### src/rtl/reg_ctrl_if.sv
// Signal bundle between reg_ctrl and its datapath: instruction offer, regfile ports,
// ALU control/result, data-memory handshake and status flags.
interface reg_ctrl_if;
  localparam int unsigned INSTR_W = 16;
  localparam int unsigned REG_W   = 3;
  localparam int unsigned DATA_W  = 8;
  localparam int unsigned ALU_W   = 3;

  logic               instr_valid;
  logic [INSTR_W-1:0] instr;
  logic               instr_ready;
  logic [REG_W-1:0]   read_reg1;
  logic [REG_W-1:0]   read_reg2;
  logic [REG_W-1:0]   read_reg3;
  logic               RegWrite;
  logic [REG_W-1:0]   write_reg;
  logic [DATA_W-1:0]  write_data;
  logic               print_regs;
  logic [ALU_W-1:0]   alu_op;
  logic               alu_src_imm;
  logic [DATA_W-1:0]  imm;
  logic [DATA_W-1:0]  alu_result;
  logic               mem_req;
  logic               mem_we;
  logic [DATA_W-1:0]  mem_rdata;
  logic               mem_ready;
  logic               halted;
  logic               illegal;

  // Controller side
  modport master (
    input  instr_valid, instr, alu_result, mem_rdata, mem_ready,
    output instr_ready, read_reg1, read_reg2, read_reg3, RegWrite, write_reg,
           write_data, print_regs, alu_op, alu_src_imm, imm, mem_req, mem_we,
           halted, illegal
  );

  // Datapath / environment side
  modport slave (
    output instr_valid, instr, alu_result, mem_rdata, mem_ready,
    input  instr_ready, read_reg1, read_reg2, read_reg3, RegWrite, write_reg,
           write_data, print_regs, alu_op, alu_src_imm, imm, mem_req, mem_we,
           halted, illegal
  );
endinterface

### src/rtl/reg_ctrl.sv
// Multi-cycle instruction controller: accepts one 16-bit instruction at a time and
// sequences regfile reads, ALU, data memory, writeback, register dump and halt.
module reg_ctrl (
  input  logic       clk,
  input  logic       rst_n,
  reg_ctrl_if.master bus
);
  localparam int unsigned OP_W   = 4;
  localparam int unsigned REG_W  = 3;
  localparam int unsigned DATA_W = 8;
  localparam int unsigned ALU_W  = 3;

  localparam logic [OP_W-1:0] OP_RTYPE   = 4'd0;
  localparam logic [OP_W-1:0] OP_ADDI    = 4'd1;
  localparam logic [OP_W-1:0] OP_LW      = 4'd2;
  localparam logic [OP_W-1:0] OP_SW      = 4'd3;
  localparam logic [OP_W-1:0] OP_BEQ     = 4'd4;
  localparam logic [OP_W-1:0] OP_SYSCALL = 4'd5;
  localparam logic [OP_W-1:0] OP_HALT    = 4'd6;

  localparam logic [ALU_W-1:0] ALU_ADD = 3'd0;
  localparam logic [ALU_W-1:0] ALU_SUB = 3'd1;

  typedef enum logic [2:0] {
    IDLE, DECODE, EXEC, MEM_WAIT, WB, PRINT, HALT
  } state_e;

  state_e            state;
  state_e            state_next;
  logic [OP_W-1:0]   ir_op;
  logic [REG_W-1:0]  ir_rd;
  logic              accept_c;
  logic              illegal_op_c;
  logic [OP_W-1:0]   in_op_c;
  logic [ALU_W-1:0]  alu_op_c;
  logic              alu_src_imm_c;
  logic              instr_ready_next;
  logic              reg_write_next;
  logic              print_next;
  logic              mem_req_next;
  logic              mem_we_next;
  logic              halted_next;

  assign accept_c     = bus.instr_valid && bus.instr_ready && (state == IDLE);
  assign illegal_op_c = (ir_op > OP_HALT);
  assign in_op_c      = bus.instr[15:12];

  // State register
  always_ff @(posedge clk) begin
    if (!rst_n) state <= IDLE;
    else        state <= state_next;
  end

  // Next-state logic
  always_comb begin
    state_next = state;
    case (state)
      IDLE:     if (accept_c) state_next = DECODE;
      DECODE: begin
        case (ir_op)
          OP_RTYPE, OP_ADDI, OP_LW, OP_SW, OP_BEQ: state_next = EXEC;
          OP_SYSCALL:                              state_next = PRINT;
          OP_HALT:                                 state_next = HALT;
          default:                                 state_next = IDLE;
        endcase
      end
      EXEC: begin
        case (ir_op)
          OP_RTYPE, OP_ADDI: state_next = WB;
          OP_LW, OP_SW:      state_next = MEM_WAIT;
          default:           state_next = IDLE;
        endcase
      end
      // mem_ready seen while still in EXEC is ignored; completion only counts here
      MEM_WAIT: if (bus.mem_ready) state_next = (ir_op == OP_LW) ? WB : IDLE;
      WB:       state_next = IDLE;
      PRINT:    state_next = IDLE;
      HALT:     state_next = HALT;
      default:  state_next = IDLE;
    endcase
  end

  // Strobes are decoded from the upcoming state so they register in step with it
  always_comb begin
    instr_ready_next = 1'b0;
    reg_write_next   = 1'b0;
    print_next       = 1'b0;
    mem_req_next     = 1'b0;
    mem_we_next      = 1'b0;
    halted_next      = 1'b0;
    case (state_next)
      IDLE:     instr_ready_next = 1'b1;
      MEM_WAIT: begin
        mem_req_next = 1'b1;
        mem_we_next  = (ir_op == OP_SW);
      end
      WB:       reg_write_next = (ir_rd != '0);
      PRINT:    print_next     = 1'b1;
      HALT:     halted_next    = 1'b1;
      default:  ;
    endcase
  end

  // ALU control decoded straight from the offered word, latched at accept
  always_comb begin
    alu_op_c      = ALU_ADD;
    alu_src_imm_c = 1'b0;
    case (in_op_c)
      OP_RTYPE:             alu_op_c      = bus.instr[2:0];
      OP_ADDI, OP_LW, OP_SW: alu_src_imm_c = 1'b1;
      OP_BEQ:               alu_op_c      = ALU_SUB;
      default:              ;
    endcase
  end

  // Instruction fields, output registers and sticky flags
  always_ff @(posedge clk) begin
    if (!rst_n) begin
      ir_op           <= '0;
      ir_rd           <= '0;
      bus.instr_ready <= 1'b0;
      bus.read_reg1   <= '0;
      bus.read_reg2   <= '0;
      bus.read_reg3   <= '0;
      bus.RegWrite    <= 1'b0;
      bus.write_reg   <= '0;
      bus.write_data  <= '0;
      bus.print_regs  <= 1'b0;
      bus.alu_op      <= '0;
      bus.alu_src_imm <= 1'b0;
      bus.imm         <= '0;
      bus.mem_req     <= 1'b0;
      bus.mem_we      <= 1'b0;
      bus.halted      <= 1'b0;
      bus.illegal     <= 1'b0;
    end else begin
      bus.instr_ready <= instr_ready_next;
      bus.RegWrite    <= reg_write_next;
      bus.print_regs  <= print_next;
      bus.mem_req     <= mem_req_next;
      bus.mem_we      <= mem_we_next;
      bus.halted      <= halted_next;
      if (state == DECODE && illegal_op_c) bus.illegal <= 1'b1;
      if (accept_c) begin
        ir_op           <= in_op_c;
        ir_rd           <= bus.instr[11:9];
        bus.read_reg1   <= bus.instr[8:6];
        bus.read_reg2   <= bus.instr[5:3];
        bus.read_reg3   <= bus.instr[11:9];
        bus.alu_op      <= alu_op_c;
        bus.alu_src_imm <= alu_src_imm_c;
        bus.imm         <= DATA_W'({{2{bus.instr[5]}}, bus.instr[5:0]});
      end
      if (state_next == WB) begin
        bus.write_reg  <= ir_rd;
        bus.write_data <= (state == EXEC) ? bus.alu_result : bus.mem_rdata;
      end
    end
  end
endmodule
### src/flat_wrapper.sv
// flat-port wrapper written by rule: the top's interface ports become plain ports
module reg_ctrl_flat 
  (clk, rst_n, bus_instr_valid, bus_instr, bus_alu_result, bus_mem_rdata, bus_mem_ready, bus_instr_ready, bus_read_reg1, bus_read_reg2, bus_read_reg3, bus_RegWrite, bus_write_reg, bus_write_data, bus_print_regs, bus_alu_op, bus_alu_src_imm, bus_imm, bus_mem_req, bus_mem_we, bus_halted, bus_illegal);
  reg_ctrl_if bus_i ();
  input  logic clk;
  input  logic rst_n;
  input wire logic [$bits(bus_i.instr_valid)-1:0] bus_instr_valid;
  input wire logic [$bits(bus_i.instr)-1:0] bus_instr;
  input wire logic [$bits(bus_i.alu_result)-1:0] bus_alu_result;
  input wire logic [$bits(bus_i.mem_rdata)-1:0] bus_mem_rdata;
  input wire logic [$bits(bus_i.mem_ready)-1:0] bus_mem_ready;
  output wire logic [$bits(bus_i.instr_ready)-1:0] bus_instr_ready;
  output wire logic [$bits(bus_i.read_reg1)-1:0] bus_read_reg1;
  output wire logic [$bits(bus_i.read_reg2)-1:0] bus_read_reg2;
  output wire logic [$bits(bus_i.read_reg3)-1:0] bus_read_reg3;
  output wire logic [$bits(bus_i.RegWrite)-1:0] bus_RegWrite;
  output wire logic [$bits(bus_i.write_reg)-1:0] bus_write_reg;
  output wire logic [$bits(bus_i.write_data)-1:0] bus_write_data;
  output wire logic [$bits(bus_i.print_regs)-1:0] bus_print_regs;
  output wire logic [$bits(bus_i.alu_op)-1:0] bus_alu_op;
  output wire logic [$bits(bus_i.alu_src_imm)-1:0] bus_alu_src_imm;
  output wire logic [$bits(bus_i.imm)-1:0] bus_imm;
  output wire logic [$bits(bus_i.mem_req)-1:0] bus_mem_req;
  output wire logic [$bits(bus_i.mem_we)-1:0] bus_mem_we;
  output wire logic [$bits(bus_i.halted)-1:0] bus_halted;
  output wire logic [$bits(bus_i.illegal)-1:0] bus_illegal;
  assign bus_i.instr_valid = bus_instr_valid;
  assign bus_i.instr = bus_instr;
  assign bus_i.alu_result = bus_alu_result;
  assign bus_i.mem_rdata = bus_mem_rdata;
  assign bus_i.mem_ready = bus_mem_ready;
  assign bus_instr_ready = bus_i.instr_ready;
  assign bus_read_reg1 = bus_i.read_reg1;
  assign bus_read_reg2 = bus_i.read_reg2;
  assign bus_read_reg3 = bus_i.read_reg3;
  assign bus_RegWrite = bus_i.RegWrite;
  assign bus_write_reg = bus_i.write_reg;
  assign bus_write_data = bus_i.write_data;
  assign bus_print_regs = bus_i.print_regs;
  assign bus_alu_op = bus_i.alu_op;
  assign bus_alu_src_imm = bus_i.alu_src_imm;
  assign bus_imm = bus_i.imm;
  assign bus_mem_req = bus_i.mem_req;
  assign bus_mem_we = bus_i.mem_we;
  assign bus_halted = bus_i.halted;
  assign bus_illegal = bus_i.illegal;
  reg_ctrl u_core (.clk(clk), .rst_n(rst_n), .bus(bus_i));
endmodule
### config.mk
export PLATFORM = sky130hd
export DESIGN_NAME = reg_ctrl_flat
export DESIGN_NICKNAME = d
export VERILOG_FILES = /design/src/rtl/reg_ctrl_if.sv /design/src/rtl/reg_ctrl.sv /design/src/flat_wrapper.sv
export SDC_FILE = /design/constraint.sdc
export NUM_CORES = 1
export LEC_CHECK = 0
export ABC_AREA = 1
export BUFFER_PORTS_ARGS = -buffer_cell sky130_fd_sc_hd__buf_2
export CORE_ASPECT_RATIO = 1.4
export CORE_MARGIN = 2
export CORE_UTILIZATION = 50
export DETAILED_ROUTE_END_ITERATION = 10
export PLACE_DENSITY = 0.81
export SYNTH_ARGS = -nofsm -noshare
export SYNTH_HDL_FRONTEND = slang
export SYNTH_SLANG_ARGS = --single-unit
### constraint.sdc
create_clock -name clk -period 3.2 [get_ports clk]
set_clock_uncertainty 0.1 [all_clocks]
set_input_delay 0 -clock clk [delete_from_list [all_inputs] [get_ports clk]]
set_output_delay 0 -clock clk [all_outputs]
set_load 0.05 [all_outputs]
==> results of run 1 <==
==> kinds of logic (layout without fill, tap and decap cells) <==
logic type	count (synthesis)	count (layout)	share of synthesized area, %
AO/OA/AOI/OAI	29	29	7.37
buffers and inverters	46	129	12.1
flip-flops	41	41	41.7
AND/OR/NAND/NOR	167	167	38.8
==> routing by layer <==
| metal | part of all wire, % | global-route usage, % | up-vias |
|---|---|---|---|
| li1 | - | - | 1045 |
| met1 | 39 | 24.0 | 877 |
| met3 | 4.7 | 5.93 | 18 |
| met2 | 53 | 38.9 | 61 |
| met5 | 0 | 0 | - |
| met4 | 3.5 | 11.9 | 0 |
==> final cells by class <==
cell class,instances,area (µm²)
Inverter,29,110
Sequential cell,41,821
Fill cell,351,1330
Multi-Input combinational cell,196,908
Tap cell,43,53.8
Timing Repair Buffer,92,548
Clock inverter,2,10.0
Clock buffer,6,72.6
==> worst max-delay path, cell delays in order (launching register included) <==
cell     delay [ps]
dfxtp_1         440
inv_2           170
nand2_1         130
nor2_2           90
inv_2           270
nand2_1         110
nor2_2          130
nand2_2          90
nor2_4          240
nor2_1           70
nor2_1          110
==> Yosys cell counts <==
master	count	area [µm²]
nand2_1	64	240
nor2_1	54	203
dfxtp_1	41	821
inv_1	24	90.1
nand3_1	22	110
a21oi_1	15	75.1
o21ai_0	14	70.1
buf_4	8	60.1
nor2_2	6	37.5
nor3_1	6	30.0
clkbuf_1	4	15.0
inv_2	4	15.0
nand3_2	4	40.0
buf_6	3	33.8
nand2_2	3	18.8
nor2_4	2	22.5
nor4_1	2	12.5
buf_2	1	5.00
buf_8	1	15.0
clkinv_2	1	5.00
nand2_8	1	20.0
nand4_1	1	6.26
nand4_2	1	12.5
nor3_2	1	10.0
==> power by group <==
group	leakage (nW)	switching (mW)	internal [mW]
clock network	0.0450	0.176	0.151
registers	0.333	0.0195	0.538
logic	0.930	0.205	0.0844
==> worst max-delay path by stage <==
| stage | slack [ps] | from | cells past startpoint | endpoint |
|---|---|---|---|---|
| floorplan | 1550 | u_core.bus.instr_ready | 10 | u_core.bus.write_reg[0] |
| global placement | 1280 | u_core.state[0] | 11 | u_core.bus.write_data[5] |
| detailed placement | 1190 | u_core.state[2] | 10 | u_core.bus.write_data[5] |
| CTS | 1190 | u_core.state[2] | 10 | u_core.bus.write_data[5] |
| global route | 990 | u_core.state[2] | 10 | u_core.bus.write_data[6] |
| finish | 1180 | u_core.state[2] | 10 | u_core.bus.write_data[5] |
==> per-stage QoR <==
step	cells	setup WS [ps]	hold WS (ps)	cell area (µm²)	util (%)
2_1_floorplan	283	1550	27.0	1970	-
3_3_place_gp	384	1280	127	2270	59.0
3_5_place_dp	384	1190	136	2270	59.0
4_1_cts	409	1190	10.5	2520	65.5
5_1_grt	409	985	49.7	2520	65.5
6_report	409	1180	13.0	2520	65.5
==> layout by cell type, fill, tap and decap left out, types with 2 or more instances in the layout <==
master         synthesis  routed
nor4_1                 2       2
nand2_1               64      64
inv_2                  4       4
nor2_4                 2       2
inv_1                 24      24
buf_2                  1      74
clkbuf_8               0       5
a21oi_1               15      15
nand2_2                3       3
clkinv_2               1       3
dlygate4sd3_1          0      17
nand3_1               22      22
nand3_2                4       4
o21ai_0               14      14
dfxtp_1               41      41
nor2_1                54      54
nor2_2                 6       6
nor3_1                 6       6
==> repair_timing <==
action                    in CTS  in global routing
hold buffers                  17                  0
buffers inserted               0                  0
hold endpoints to repair      20                  0
==> results.md, run 1 <==
• antenna fix cells: 0
• number of distinct library cells after synthesis: 24
• register ranked first by flip-flop count: u_core.bus.write_data
• deepest level of the CTS H-tree: 2
• first-pass GRT wire length: 7.80 mm
• Port Buffers: 74
• die footprint: 4460 µm²
• kind of start point of the critical path: flip-flop
• count of vias placed by the detailed router: 2001
• number of sinks on the clock net: 41
• DIE HEIGHT: 78.2 µm
• beginning of the worst hold path: bus_mem_rdata[7]
• LEAKAGE: 1.31 nW
• setup repair after global routing missed its margin: no
• flop-to-flop setup slack: 1180 ps
• worst reg2reg startpoint: u_core.state[2]
• Final Max Slew Viols: 0
• number of buffers inserted during clock tree synthesis: 5
• Mean Syn Cell Area: 6.95 µm²
• outcome: complete, no violations
• weighted congestion at the end of routability-driven global placement: 0.886
• CTS tree: yes
• worst hold path class: in -> reg
• via count of the first global-routing pass: 1861
• Finish-stage setup viols: 0
• endpoint required time on the critical path: 3330 ps
• Worst IR Drop VDD: 0.338 mV
• areal power density over the cells: 465 nW/µm²
• pin count of the biggest net entering global routing: 27
• clock latency at the later pin of the worst-skew pair: 300 ps
• row count: 27
• Net Count, Synth: 319
• Tightest Pin Transition: 484 ps
• clock slew at reported path FFs: 70 ps
• power after layout: 1.17 mW
• aggregate negative setup slack: 0 ps
• total of warnings raised by yosys: 0
• hold-critical path depth: 7
• sequential-to-total area share from yosys stat: 41.7%
• worst-case clock buffer depth: 2
• DRC: 0
• Post-Synthesis Cells: 283
• highest achievable clock rate: 495 MHz
• type of destination of the critical path: flip-flop
• die outline width: 57.0 µm
• count of pins on the block boundary: 75
• count of TritonRoute iterations in the first routing pass: 5
• min cycle time layout: 2020 ps
• fraction of layout instances using a drive strength above 1: 28.7%
• # nets final: 401
• Final ANT Viol Nets: 0
• Hold EP: u_core.bus.write_data[7]
• post-synth design cell area: 1970 µm²
• Core ar.: 3850 µm²
• headroom to the max-slew limit: 67.7%
• registers with the most flip-flops: u_core.bus.write_data x8, u_core.bus.imm x6, u_core.ir_op x4
• number of flip-flops in the largest register: 8
• final number of hold-violating endpoints: 0
• number of synthesized register bits: 41
• average wire length per cell after detail routing: 11.8 µm
• post-route clock period utilization: 63.1%
• type of the worst setup path: reg -> reg
• Arrival @ worst endpoint: 2150 ps
• Worst Path Max Fanout: 22
• capturing point of the worst reg2reg path: u_core.bus.write_data[5]
• antenna violations before repair: 0
• overflow left after global routing: 0
• worst r2r path cells: 10
• clock root cell: clkbuf_8
• DRC marker count from the first detailed-route iteration: 69
• via count normalized by instance count: 4.89
• Starting Density: 51.1%
• max capacitance violation total: 0
• Routed WL: 4.81 mm
• aggregate global-route resource usage: 22.3%
• post-synthesis to final-layout area growth: 28.2%
• Resized Gates After CTS: 0
• DPL Wire Length: 3.23 mm
Note: power is estimated with default switching activity, not from simulation.
==> inputs of run 2 (changes only) <==
--- a/config.mk
+++ b/config.mk
@@ -5,13 +5,13 @@
 export SDC_FILE = /design/constraint.sdc
 export NUM_CORES = 1
 export LEC_CHECK = 0
-export ABC_AREA = 1
+export ABC_AREA = 0
 export BUFFER_PORTS_ARGS = -buffer_cell sky130_fd_sc_hd__buf_2
 export CORE_ASPECT_RATIO = 1.4
 export CORE_MARGIN = 2
-export CORE_UTILIZATION = 50
+export CORE_UTILIZATION = 43
 export DETAILED_ROUTE_END_ITERATION = 10
-export PLACE_DENSITY = 0.81
+export PLACE_DENSITY = 0.76
 export SYNTH_ARGS = -nofsm -noshare
 export SYNTH_HDL_FRONTEND = slang
 export SYNTH_SLANG_ARGS = --single-unit
==> constraint.sdc (replaced) <==
create_clock -name clk -period 1.7 [get_ports clk]
set_clock_uncertainty 0.1 [all_clocks]
set_input_delay 0 -clock clk [delete_from_list [all_inputs] [get_ports clk]]
set_output_delay 0 -clock clk [all_outputs]
set_load 0.05 [all_outputs]
==> run 2 against run 1 <==
- the flow now finishes with violations (design-rule violations, negative setup slack)
- combinational power grew to 2.6 times the previous value
- hold slack worse by 11 ps
- utilization increased by 9.7 points
- area after synthesis decreased by 8.2%
- cell count down 11%
- register-to-register slack worse by 1500 ps
- critical path depth is 5 lower
- flip-flop and latch count is the same
- worst setup slack lost 1500 ps
- maximum frequency grew 2.0%
- largest cell class unchanged
==> results.md, run 2 <==
• placed cell area: 2260 µm², was 2270 µm²
• CTS tree: yes, unchanged
• number of flops mapped to enable cells by yosys: 0, unchanged
• Worst Path Max Fanout: 6, was 22
• Non-Filler Cell Area, Final: 3000 µm², was 2520 µm²
• worst hold slack: 2.29 ps, was 13.0 ps
• weighted congestion at the end of routability-driven global placement: 0.941, was 0.886
• top cell type by total area after synthesis: dfxtp_1, unchanged
• sequential-to-total area share from yosys stat: 45.4%, was 41.7%
• type of destination of the critical path: flip-flop, unchanged
• max capacitance violation total: 0, unchanged
• Port Buffers: 74, unchanged
• pin count of the biggest net entering global routing: 29, was 27
• Arrival @ worst endpoint: 2060 ps, was 2150 ps
• clock root cell: clkbuf_8, unchanged
• violated checks: design-rule violations, negative setup slack
• worst-case clock buffer depth: 2, unchanged
• slowest stage cell, crit path: or4_4, was dfxtp_1
• aggregate global-route resource usage: 23.8%, was 22.3%
• fraction of post-synthesis cell area in the top cell type by area: 45.4%, was 41.7%
• DIE HEIGHT: 80.7 µm, was 78.2 µm
• LEAKAGE: 1.43 nW, was 1.31 nW
• first-pass GRT wire length: 8.56 mm, was 7.80 mm
• registers with the most flip-flops: u_core.bus.write_data x8, u_core.bus.imm x6, u_core.ir_op x4, unchanged
• number of sinks on the clock net: 41, unchanged
• Starting Density: 45.3%, was 51.1%
• count of vias placed by the detailed router: 1920, was 2001
• Core ar.: 3990 µm², was 3850 µm²
• Critical Path Max Stage Delay: 440 ps, about the same
• post-synth design cell area: 1810 µm², was 1970 µm²
• fraction of layout instances using a drive strength above 1: 47.8%, was 28.7%
• average wire length per cell after detail routing: 16.6 µm, was 11.8 µm
• most repeated cell in the gate-level netlist after synthesis: nand2_1, unchanged
• die footprint: 4740 µm², was 4460 µm²
• Final Max Slew Viols: 0, unchanged
• clock slew at reported path FFs: 70 ps, about the same
• prevailing post-synth register cell: dfxtp_1, unchanged
• # nets final: 358, was 401
• most common library cell in the layout ignoring fill and taps: buf_2, unchanged
• CP cell instances: or3b_4 -> or4_4 -> and4_4 -> and2_4 -> o211a_1, was inv_2 -> nand2_1 -> nor2_2 -> inv_2 -> nand2_1 -> nor2_2 -> nand2_2 -> nor2_4 -> nor2_1 -> nor2_1
• number of distinct library cells after synthesis: 31, was 24
• Post-Synthesis Cells: 202, was 283
• DPL Wire Length: 3.05 mm, was 3.23 mm
• via count of the first global-routing pass: 1934, was 1861
• DRC marker count from the first detailed-route iteration: 67, was 69
• biggest area contributors in the synthesized netlist: dfxtp_1 (45%), nand2_1 (9.1%), a21boi_0 (7.5%), was dfxtp_1 (42%), nand2_1 (12%), nor2_1 (10%)
• row count: 27, unchanged
• DRC: 4, was 0
• FFs w/ async S/R, synth: 0%, unchanged
• number of flip-flops in the largest register: 8, unchanged
• highest achievable clock rate: 505 MHz, was 495 MHz
• antenna violations before repair: 0, unchanged
• power after layout: 2.45 mW, was 1.17 mW
• die outline width: 58.8 µm, was 57.0 µm
• Finish-stage setup viols: 33, was 0
• overflow left after global routing: 0, unchanged
• Routed WL: 6.05 mm, was 4.81 mm
• areal power density over the cells: 816 nW/µm², was 465 nW/µm²
• total of warnings raised by yosys: 0, unchanged
• Net Count, Synth: 238, was 319
• endpoint required time on the critical path: 1780 ps, was 3330 ps
• count of pins on the block boundary: 75, unchanged
• kind of start point of the critical path: flip-flop, unchanged
• via count normalized by instance count: 5.26, was 4.89
• deepest level of the CTS H-tree: 2, unchanged
• number of synthesized register bits: 41, unchanged
• number of filler instances in the final layout: 266, was 351
• headroom to the max-slew limit: 65.0%, was 67.7%
• min cycle time layout: 1980 ps, was 2020 ps
• antenna fix cells: 0, unchanged
• Mean Syn Cell Area: 8.94 µm², was 6.95 µm²
• type of the worst setup path: reg -> reg, unchanged
• post-route clock period utilization: 117%, was 63.1%
• outcome: finished with violations, was complete, no violations
• number of buffer and inverter stages on the critical path: 0, was 2
• worst hold path class: in -> reg, unchanged
• most instantiated cells after synthesis: nand2_1 (44), dfxtp_1 (41), a21boi_0 (18), was nand2_1 (64), nor2_1 (54), dfxtp_1 (41)
• placement-stage worst setup slack: -329 ps, was 1190 ps
• register ranked first by flip-flop count: u_core.bus.write_data, unchanged
• count of TritonRoute iterations in the first routing pass: 7, was 5
• Worst Slack Setup Final: -281 ps, was 1180 ps
• cell class contributing the biggest share of worst-path delay: simple AND/OR/NAND/NOR gates, unchanged
• Final ANT Viol Nets: 0, unchanged
• post-synthesis to final-layout area growth: 66.0%, was 28.2%
• most frequent cells in the layout: buf_2 (74), dfxtp_1 (37), nand2_1 (32), was buf_2 (74), nand2_1 (64), nor2_1 (54)
• clock latency at the later pin of the worst-skew pair: 290 ps, was 300 ps
• Worst IR Drop VDD: 0.637 mV, was 0.338 mV
• setup repair after global routing missed its margin: yes, was no
• number of buffers inserted during clock tree synthesis: 5, unchanged
• final number of hold-violating endpoints: 0, unchanged
• Tightest Pin Transition: 519 ps, was 484 ps
==> run 2: cell type report <==
class / count / area (µm²) / area share [%]
multi-input cells: 139 / 1070 / 35.5
flip-flops and latches: 41 / 828 / 27.6
clock buffers: 7 / 86.3 / 2.88
inverters: 3 / 11.3 / 0.375
well taps: 43 / 53.8 / 1.79
repair buffers: 132 / 953 / 31.8
==> run 2: per-layer routing <==
layer | track usage, % | wire, µm | vias up
met5 | 0 | 0 | -
met4 | 10.7 | 176 | 0
met3 | 3.70 | 297 | 17
met2 | 43.9 | 3300 | 63
met1 | 25.6 | 2280 | 910
li1 | - | - | 930
==> run 2: stage by stage <==
stage          util (%)  std cells  setup TNS [ps]
2_1_floorplan         -        202           -5220
3_3_place_gp       56.8        318           -2770
3_5_place_dp       56.8        318           -4630
4_1_cts            69.4        357           -3430
5_1_grt            75.2        365           -5750
6_report           75.2        365           -4260
==> run 2: final timing paths <==
kind / from / endpoint / slack, ps / cells past startpoint
worst max-delay path: u_core.state[1] / u_core.bus.write_data[5] / -280 / 5
worst min-delay path: bus_mem_rdata[4] / u_core.bus.write_data[4] / 2 / 4
worst max register to register: u_core.state[1] / u_core.bus.write_data[5] / -280 / 5
worst min register to register: u_core.bus.write_reg[0] / u_core.bus.write_reg[0] / 360 / 2
==> run 2: what timing repair did <==
action                                  CTS  global route
endpoints found under the setup margin   19            38
hold endpoints to repair                 24             0
buffers inserted                          5             9
cloned                                    2             1
pin swaps                                 6            32
gates resized for setup                  20            58
hold buffers                             25             0
==> run 2: logic make-up (layout without fill, tap and decap cells) <==
logic type / Yosys count / in the layout / share of synthesized area [%]
buffers and inverters: 23 / 142 / 7.48
flip-flops: 41 / 41 / 45.4
AND/OR/NAND/NOR: 89 / 90 / 24.9
multiplexers: 12 / 12 / 6.65
AO/OA/AOI/OAI: 37 / 37 / 15.6
==> run 2: tightest hold or removal path, cell delays in order <==
cell and delay, ps:
buf_2 80, mux2i_1 70, nand3_1 80, o211a_1 130
==> run 2: where the power goes <==
| part | internal (mW) | switching (mW) |
|---|---|---|
| clock | 0.322 | 0.317 |
| sequential | 1.01 | 0.0389 |
| combinational | 0.314 | 0.440 |
==> inputs of run 3 (changes only) <==
--- a/config.mk
+++ b/config.mk
@@ -7,11 +7,14 @@
 export LEC_CHECK = 0
 export ABC_AREA = 0
 export BUFFER_PORTS_ARGS = -buffer_cell sky130_fd_sc_hd__buf_2
+export CELL_PAD_IN_SITES_DETAIL_PLACEMENT = 2
+export CELL_PAD_IN_SITES_GLOBAL_PLACEMENT = 2
 export CORE_ASPECT_RATIO = 1.4
 export CORE_MARGIN = 2
-export CORE_UTILIZATION = 43
+export CORE_UTILIZATION = 24
 export DETAILED_ROUTE_END_ITERATION = 10
-export PLACE_DENSITY = 0.76
+export HOLD_SLACK_MARGIN = 0.06
+export PLACE_DENSITY_LB_ADDON = 0.1
 export SYNTH_ARGS = -nofsm -noshare
 export SYNTH_HDL_FRONTEND = slang
 export SYNTH_SLANG_ARGS = --single-unit
==> run 3 against run 2 <==
- the flow finishes with violations (negative setup slack)
- design area is 4.7% lower
- sequential power hardly changed
- non-clock buffer count is 4 lower
==> results.md, run 3 (synthesis results as in run 2) <==
• Worst Path Max Fanout: 5, was 6
• die footprint: 8250 µm², was 4740 µm²
• number of sinks on the clock net: 41, unchanged
• Critical Path Max Stage Delay: 430 ps, was 440 ps
• placement-stage worst setup slack: -304 ps, was -329 ps
• type of destination of the critical path: flip-flop, unchanged
• beginning of the worst hold path: rst_n, was bus_mem_rdata[4]
• count of pins on the block boundary: 75, unchanged
• number of flip-flops in the largest register: 8, unchanged
• kind of start point of the critical path: flip-flop, unchanged
• deepest level of the CTS H-tree: 2, unchanged
• Starting Density: 24.7%, was 45.3%
• aggregate global-route resource usage: 15.6%, was 23.8%
• worst hold path class: in -> reg, unchanged
• areal power density over the cells: 819 nW/µm², was 816 nW/µm²
• CP cell instances: or3b_4 -> or4_4 -> and4_4 -> and2_4 -> o211a_1, unchanged
• setup repair after global routing missed its margin: yes, unchanged
• count of vias placed by the detailed router: 1895, was 1920
• register ranked first by flip-flop count: u_core.bus.write_data, unchanged
• flop-to-flop setup slack: -230 ps, was -280 ps
• net switching power of the design: 0.777 mW, was 0.796 mW
• die outline width: 77.3 µm, was 58.8 µm
• Finish-stage setup viols: 20, was 33
• count of TritonRoute iterations in the first routing pass: 4, was 7
• final cell count without fillers: 416, was 365
• Post-CTS Setup Bufs: 0, was 5
• # nets final: 354, was 358
• worst hold slack: 61.2 ps, was 2.29 ps
• DIE HEIGHT: 107 µm, was 80.7 µm
• antenna fix cells: 0, unchanged
• via count normalized by instance count: 4.56, was 5.26
• highest achievable clock rate: 518 MHz, was 505 MHz
• DRC marker count from the first detailed-route iteration: 30, was 67
• outcome: finished with violations, unchanged
• final number of hold-violating endpoints: 0, unchanged
• first element of the critical path: u_core.state[2], was u_core.state[1]
• post-synthesis to final-layout area growth: 58.2%, was 66.0%
• headroom to the max-slew limit: 71.7%, was 65.0%
• endpoint required time on the critical path: 1790 ps, was 1780 ps
• Clk pwr share: 27.4%, was 26.1%
• power after layout: 2.34 mW, was 2.45 mW
• cell-internal power: 1.56 mW, was 1.65 mW
• worst-case clock buffer depth: 2, unchanged
• min cycle time layout: 1930 ps, was 1980 ps
• clock latency at the later pin of the worst-skew pair: 300 ps, was 290 ps
• type of the worst setup path: reg -> reg, unchanged
• fraction of power spent switching nets: 33.2%, was 32.5%
• via count of the first global-routing pass: 2075, was 1934
• most frequent cells in the layout: buf_2 (74), nand2_1 (44), dfxtp_1 (37), was buf_2 (74), dfxtp_1 (37), nand2_1 (32)
• CTS tree: yes, unchanged
• number of buffers inserted during clock tree synthesis: 5, unchanged
• clock slew at reported path FFs: 90 ps, was 70 ps
• first-pass GRT wire length: 10.1 mm, was 8.56 mm
• Arrival @ worst endpoint: 2020 ps, was 2060 ps
• slowest stage cell, crit path: or4_4, unchanged
• Routed WL: 6.24 mm, was 6.05 mm
• average wire length per cell after detail routing: 15.0 µm, was 16.6 µm
• Non-Filler Cell Area, Final: 2860 µm², was 3000 µm²
• aggregate negative setup slack: -2820 ps, was -4260 ps
• Port Buffers: 74, unchanged
• violated checks: negative setup slack, was design-rule violations, negative setup slack
• post-route clock period utilization: 114%, was 117%
• registers with the most flip-flops: u_core.bus.write_data x8, u_core.bus.imm x6, u_core.ir_op x4, unchanged
• overflow left after global routing: 0, unchanged
• max capacitance violation total: 0, unchanged
• core occupancy in the finished layout: 39.1%, was 75.2%
• clock root cell: clkbuf_8, unchanged
• Final Max Slew Viols: 0, unchanged
• weighted congestion at the end of routability-driven global placement: 0.834, was 0.941
• Core ar.: 7310 µm², was 3990 µm²
• Worst Slack Setup Final: -232 ps, was -281 ps
• Final ANT Viol Nets: 0, unchanged
• DRC: 0, was 4
• placed cell area: 2380 µm², was 2260 µm²
• Worst IR Drop VDD: 0.318 mV, was 0.637 mV
• pin count of the biggest net entering global routing: 27, was 29
• LEAKAGE: 1.33 nW, was 1.43 nW
• number of placed instances, taps included: 375, was 318
• Tightest Pin Transition: 425 ps, was 519 ps
• most common library cell in the layout ignoring fill and taps: buf_2, unchanged
• worst reg2reg startpoint: u_core.state[2], was u_core.state[1]
• row count: 37, was 27
• antenna violations before repair: 0, unchanged
• fraction of layout instances using a drive strength above 1: 37.6%, was 47.8%
• part of the total power dissipated in combinational logic: 27.8%, was 30.8%
• share of total power in sequential cells: 44.8%, was 43.1%
• DPL Wire Length: 4.38 mm, was 3.05 mm
run 3: cell types whose count changed in the layout (fill, tap and decap cells not counted), sizes merged:
cell,before,now
buf,106,96
dlygate4sd3,25,32
clkbuf,8,7
inv,3,4
run 3: timing repair:
item	4_1_cts	5_1_grt
setup endpoints to repair	33	39
hold buffers	32	0
hold endpoints to repair	28	0
gates resized for setup	12	7
pin swaps	4	0
gates cloned	1	0
run 3: power by group through the flow:
stage	clock network [mW]	registers (mW)	logic, mW
global placement	0	1.07	0.566
detailed placement	0	1.07	0.573
CTS	0.675	1.05	0.646
global route	0.713	1.06	0.702
floorplan	0	1.22	0.237
finish	0.642	1.05	0.652
run 3: worst paths after layout:
check / endpoint / cells after the start
max: u_core.bus.write_data[7] / 5
min: u_core.bus.illegal / 2
max reg2reg: u_core.bus.write_data[7] / 5
min reg2reg: u_core.bus.illegal / 1
run 3: per-layer routing:
| layer | wire length [µm] | GRT usage (%) |
|---|---|---|
| met5 | 0 | 0 |
| met4 | 55 | 4.85 |
| met3 | 276 | 3.45 |
| met2 | 3500 | 31.0 |
| met1 | 2410 | 15.9 |
run 3: area by class of cell:
class	count	area (µm²)
multi-input cells	139	931
flip-flops and latches	41	828
clock inverters	1	6.26
inverters	3	11.3
clock buffers	7	76.3
repair buffers	128	885
well taps	97	121
fillers	864	4460
run 3: worst max-delay path: cells and delay by family (launching register included):
family / cells / cell delay [ps]
AO/OA/AOI/OAI: 1 / 200
flip-flops: 1 / 340
AND/OR/NAND/NOR: 4 / 1200
